===== src/rtl/decade_step_ctrl.sv =====
// Sequencer for a JK ripple BCD decade counter. It pulses the counter's count
// input until the counter reads the requested target. A shadow copy of the
// expected count is kept, and every step is checked once the ripple has settled.
module decade_step_ctrl #(
  parameter int PULSE_WIDTH   = 2,
  parameter int SETTLE_CYCLES = 4
) (
  input  logic       clk,
  input  logic       rst_n,
  input  logic       start,
  input  logic       abort,
  input  logic [3:0] target,
  input  logic [3:0] q,
  output logic       cnt_x,
  output logic       busy,
  output logic       done,
  output logic       err,
  output logic [3:0] steps,
  output logic       wrapped
);

  // The timer is wide enough for the longer of the two waits.
  localparam int TMAX = (PULSE_WIDTH > SETTLE_CYCLES) ? PULSE_WIDTH : SETTLE_CYCLES;
  localparam int TW   = (TMAX < 1) ? 1 : $clog2(TMAX + 1);

  typedef enum logic [2:0] {
    S_IDLE, S_SAMPLE, S_CHECK, S_HIGH, S_SETTLE, S_VERIFY, S_DONE, S_ERROR
  } state_t;

  state_t        state_q, state_d;
  logic [TW-1:0] timer_q, timer_d;
  logic [3:0]    q_s1_q, q_s_q;
  logic [3:0]    target_q, target_d;
  logic [3:0]    expected_q, expected_d;
  logic [3:0]    steps_q, steps_d;
  logic          wrapped_q, wrapped_d;
  logic          err_q, err_d;
  logic          cnt_x_q, cnt_x_d;
  logic          busy_q, busy_d;
  logic          done_q, done_d;
  logic          abort_pend_q, abort_pend_d;
  logic          target_ok;

  assign target_ok = (target <= 4'd9);

  // Two-flop synchronizer for the counter's asynchronous outputs.
  always_ff @(posedge clk or negedge rst_n) begin
    if (!rst_n) begin
      q_s1_q <= '0;
      q_s_q  <= '0;
    end else begin
      q_s1_q <= q;
      q_s_q  <= q_s1_q;
    end
  end

  // Next-state and output computation. Outputs are derived from the next state
  // so that every output is registered.
  always_comb begin
    state_d      = state_q;
    timer_d      = timer_q;
    target_d     = target_q;
    expected_d   = expected_q;
    steps_d      = steps_q;
    wrapped_d    = wrapped_q;
    err_d        = err_q;
    abort_pend_d = 1'b0;

    unique case (state_q)
      S_IDLE, S_ERROR: begin
        if (abort) begin
          state_d = S_IDLE;
        end else if (start) begin
          if (target_ok) begin
            state_d   = S_SAMPLE;
            target_d  = target;
            steps_d   = '0;
            wrapped_d = 1'b0;
            err_d     = 1'b0;
            timer_d   = TW'(SETTLE_CYCLES);
          end else begin
            state_d = S_ERROR;
            err_d   = 1'b1;
          end
        end
      end

      S_SAMPLE: begin
        if (abort) begin
          state_d = S_IDLE;
        end else if (timer_q == '0) begin
          if (q_s_q > 4'd9) begin
            state_d = S_ERROR;
            err_d   = 1'b1;
          end else begin
            expected_d = q_s_q;
            state_d    = S_CHECK;
          end
        end else begin
          timer_d = timer_q - 1'b1;
        end
      end

      S_CHECK: begin
        if (abort) begin
          state_d = S_IDLE;
        end else if (expected_q == target_q) begin
          state_d = S_DONE;
        end else begin
          state_d = S_HIGH;
          timer_d = TW'(PULSE_WIDTH - 1);
        end
      end

      // An abort is remembered and acted on only once the pulse has run its
      // full width. This keeps the counter from seeing a runt pulse.
      S_HIGH: begin
        abort_pend_d = abort_pend_q | abort;
        if (timer_q == '0) begin
          expected_d   = (expected_q == 4'd9) ? 4'd0 : expected_q + 4'd1;
          steps_d      = steps_q + 4'd1;
          wrapped_d    = wrapped_q | (expected_q == 4'd9);
          abort_pend_d = 1'b0;
          if (abort_pend_q | abort) begin
            state_d = S_IDLE;
          end else begin
            state_d = S_SETTLE;
            timer_d = TW'(SETTLE_CYCLES - 1);
          end
        end else begin
          timer_d = timer_q - 1'b1;
        end
      end

      S_SETTLE: begin
        if (abort) begin
          state_d = S_IDLE;
        end else if (timer_q == '0) begin
          state_d = S_VERIFY;
        end else begin
          timer_d = timer_q - 1'b1;
        end
      end

      S_VERIFY: begin
        if (abort) begin
          state_d = S_IDLE;
        end else if (q_s_q != expected_q) begin
          state_d = S_ERROR;
          err_d   = 1'b1;
        end else if (q_s_q == target_q) begin
          state_d = S_DONE;
        end else begin
          state_d = S_HIGH;
          timer_d = TW'(PULSE_WIDTH - 1);
        end
      end

      S_DONE: begin
        state_d = S_IDLE;
      end

      default: begin
        state_d = S_IDLE;
      end
    endcase

    cnt_x_d = (state_d == S_HIGH);
    busy_d  = (state_d != S_IDLE) && (state_d != S_ERROR);
    done_d  = (state_d == S_DONE);
  end

  // State and output registers.
  always_ff @(posedge clk or negedge rst_n) begin
    if (!rst_n) begin
      state_q      <= S_IDLE;
      timer_q      <= '0;
      target_q     <= '0;
      expected_q   <= '0;
      steps_q      <= '0;
      wrapped_q    <= 1'b0;
      err_q        <= 1'b0;
      cnt_x_q      <= 1'b0;
      busy_q       <= 1'b0;
      done_q       <= 1'b0;
      abort_pend_q <= 1'b0;
    end else begin
      state_q      <= state_d;
      timer_q      <= timer_d;
      target_q     <= target_d;
      expected_q   <= expected_d;
      steps_q      <= steps_d;
      wrapped_q    <= wrapped_d;
      err_q        <= err_d;
      cnt_x_q      <= cnt_x_d;
      busy_q       <= busy_d;
      done_q       <= done_d;
      abort_pend_q <= abort_pend_d;
    end
  end

  assign cnt_x   = cnt_x_q;
  assign busy    = busy_q;
  assign done    = done_q;
  assign err     = err_q;
  assign steps   = steps_q;
  assign wrapped = wrapped_q;

endmodule

===== config.mk =====
export PLATFORM = sky130hd
export DESIGN_NAME = decade_step_ctrl
export DESIGN_NICKNAME = d
export VERILOG_FILES = /design/src/rtl/decade_step_ctrl.sv
export SDC_FILE = /design/constraint.sdc
export NUM_CORES = 1
export LEC_CHECK = 0
export ABC_AREA = 1
export CAP_MARGIN = 20
export CORE_MARGIN = 1
export CORE_UTILIZATION = 35
export DETAILED_ROUTE_END_ITERATION = 8
export GPL_TIMING_DRIVEN = 0
export MAX_ROUTING_LAYER = met4
export SYNTH_ARGS = -nofsm -noshare
export SYNTH_HDL_FRONTEND = slang
export SYNTH_SLANG_ARGS = --single-unit

===== constraint.sdc =====
create_clock -name clk -period 1.81 [get_ports clk]
set_input_delay 0.362 -clock clk [delete_from_list [all_inputs] [get_ports clk]]
set_output_delay 0.362 -clock clk [all_outputs]
set_load 0.05 [all_outputs]

==> impl_metrics.toml <==
[clock_tree]
clock_latency_ns = 0.29
hold_buffers = 0
cts-root-buf = "clkbuf_8"
cts_num_sinks = 32
cts_buffer_depth = 2
path_clk_slew_ns = 0.07
cts_buffers = 5
cts_setup_buffers = 0
cts_tree = "yes"
h-tree-depth = 2

[power_and_ir_drop]
p_seq_frac = 0.304
p_per_area_nw_per_um2 = 1610
irDropWorstVdd_mv = 0.782
p_sw_uw = 1730
clockPowerShare = 0.186
swShare = 0.470
p_int_uw = 1950
leakage_uw = 0.00122
combPwrFrac = 0.510

[die]
core_region_area_sq_um = 5140
die_w_um = 75.3
die_y_um = 75.3
io_pins = 21
start_util = 0.366
die-area_sq_um = 5670
rows = 26

[global_routing]
grt_pass1_wl_um = 7170
grt_max_degree = 33
antenna_found_initial = 0
grt_overflow_total = 0
track_usage = 0.176
grt_pass1_vias = 1532

[final_layout]
area.growth.synth_to_final_pct = 21.7
nNetsFinal = 309
drive_above_1_share = 0.125
antenna_cells = 0
n_fill_cell = 551

[sta]
finalHoldViolCount = 0
fin_hold_ws_ns = 0.134
rsz0062_at_grt = "no"
finalSetupViolCount = 0
finClkSkew_ns = 0.00689
setup_ws_ns = 0.0355
fin_crit_ns = 1.77
fmax_ghz = 0.564
slew_headroom = 0.501
tightestPinTransition_ns = 0.748
fin_crit_sh = 0.980
slew_violations = 0
fin_tns_setup_ns = 0

[setup_path]
path_delay_family = "buffers and inverters"
worstReg2RegStart = "timer_q[0]"
cp_max_fo = 1
reg2reg_depth = 10
ff2ff_setup_slack_ns = 0.13
worst_setup_path_start_kind = "register"
cp.arrival_ns = 1.41
cp_cell_sequence = "clkdlybuf4s50_1"
critPathLaunch = "cnt_x"
reg2reg_to = "timer_q[0]"
crit_path_end_kind = "output port"
path_buf_inv = 1
cp_num_cells = 1
critPathKind = "register to output port"
critPathSlowestCell = "clkdlybuf4s50_1"
worst_path_largest_cell_delay_ns = 0.80
crit_end = "cnt_x"
crit_required_ns = 1.45

[yosys]
netlist_area_sq_um = 1880
synth_seq_cells = 32
seq_area_frac_synth = 0.426
ys.flop_type = "dfrtp_1"
yosysWarningCount = 0
syn-mean-instance-area_sq_um = 7.04
syn_inst = 267
synth_edf_count = 0
synthArstFlopShare = 1.00
ys_types = 26
synth_nets = 282

[drt]
wl_per_cell_um = 11.6
drt_wl_total_um = 4240
drt-initial-drc-count = 84
viasPerCell = 4.81
final_antenna_net_count = 0
drt_pass1_iterations = 4
drc_errors = 0
num_vias = 1757

[placed_design]
pre_cts_ws_ns = -0.172
io_buffers = 20
dp.final_hpwl_um = 3140
finalWeightedCongestion = 0.868

[run]
max_cap_violations = 0

[worst_hold_path]
hold_class = "input pin to async pin"

[status]
outcome = "complete, no violations"
[registers in the layout, summed over array words and instances, names as in the netlist]
signal,cells
abort_pend_q,1
busy,1
cnt_x,1
done,1
err,1
expected_q,4
q_s1_q,4
q_s_q,4
state_q,3
steps,4
target_q,4
timer_q,3
wrapped,1
[cell usage in the layout (no fill, tap or decap)]
| cell | instances |
|---|---|
| o21ai_1 | 5 |
| nand3b_2 | 1 |
| o21ai_0 | 19 |
| inv_2 | 12 |
| nor2_2 | 5 |
| o211ai_1 | 2 |
| o2111ai_1 | 1 |
| dlymetal6s2s_1 | 4 |
| o22ai_1 | 3 |
| inv_4 | 1 |
| o21ai_2 | 1 |
| nand2_1 | 89 |
| clkbuf_8 | 5 |
| clkinvlp_4 | 1 |
| nand2_2 | 2 |
| xor2_1 | 3 |
| inv_1 | 28 |
| nor3_1 | 4 |
| a21oi_1 | 6 |
| clkdlybuf4s50_1 | 10 |
| nor2_1 | 17 |
| nand3_2 | 3 |
| a21o_1 | 1 |
| ha_1 | 3 |
| nand3_1 | 19 |
| a221oi_1 | 1 |
| clkinv_2 | 1 |
| buf_2 | 4 |
| a31oi_1 | 1 |
| dlygate4sd2_1 | 5 |
| nand4_1 | 4 |
| a22oi_1 | 1 |
| bufinv_16 | 1 |
| dfrtp_1 | 32 |
[metrics by stage]
stage | utilization | power (uW) | cells | instance area (sq um)
2_1_floorplan | - | 2520 | 267 | 1880
3_3_place_gp | 0.422 | 2970 | 357 | 2170
3_5_place_dp | 0.421 | 2990 | 357 | 2160
4_1_cts | 0.441 | 3680 | 365 | 2270
5_1_grt | 0.445 | 4000 | 365 | 2290
6_report | 0.445 | 3680 | 365 | 2290
[how the worst min path moves through the flow]
stage	startpoint	to	depth (start not counted)
6_report	rst_n	q_s1_q[1]	1
2_1_floorplan	rst_n	abort_pend_q	0
3_3_place_gp	q_s1_q[1]	q_s_q[1]	0
5_1_grt	rst_n	expected_q[0]	1
4_1_cts	rst_n	q_s1_q[1]	1
3_5_place_dp	q_s1_q[0]	q_s_q[0]	0
[power groups by stage]
stage          sequential [uW]  combinational (uW)  clock, uW
6_report                  1120                1880        684
5_1_grt                   1150                2120        738
4_1_cts                   1120                1860        707
3_5_place_dp              1130                1860          0
3_3_place_gp              1130                1850          0
2_1_floorplan             1270                1250          0
[cell type report]
class                      instances  area, sq um  share of cell area
sequential                        32          801               0.350
timing repair buffer              20          199              0.0869
clock buffer                       5         68.8              0.0301
multi-input combinational        191          918               0.401
clock inverter                     3         42.5              0.0186
tap                               70         87.6              0.0383
inverter                          41          156              0.0683
buffer                             3         15.0             0.00656
[synth_stat cells, types with 4 or more instances]
cell,count,area share
inv_2,12,0.024
a21oi_1,6,0.016
o21ai_1,5,0.013
inv_1,29,0.058
nor2_1,19,0.038
nand3_1,19,0.051
o21ai_0,19,0.051
nand2_1,90,0.18
nor3_1,4,0.011
nand4_1,4,0.013
dfrtp_1,32,0.43
[logic make-up (layout without fill, tap and decap cells)]
group	after synthesis	in the layout	synth area share
and+or+nand+nor	144	144	0.327
buffers and inverters	44	72	0.0898
AOI/OAI and AO/OA	41	41	0.123
DFF	32	32	0.426
adders and majority gates	3	3	0.0200
xor gates and xnor gates	3	3	0.0140
[layer usage]
layer,GRT usage,vias up,part of all wire
met5,-,-,0
met4,0.0617,0,0.014
met2,0.253,35,0.43
li1,-,911,-
met1,0.244,805,0.51
met3,0.0397,6,0.041
[what timing repair did]
item,4_1_cts,5_1_grt
resized for setup,5,9
setup endpoints to repair,5,14
gates cloned,0,0
No activity file was read; power rests on OpenSTA's default activity.
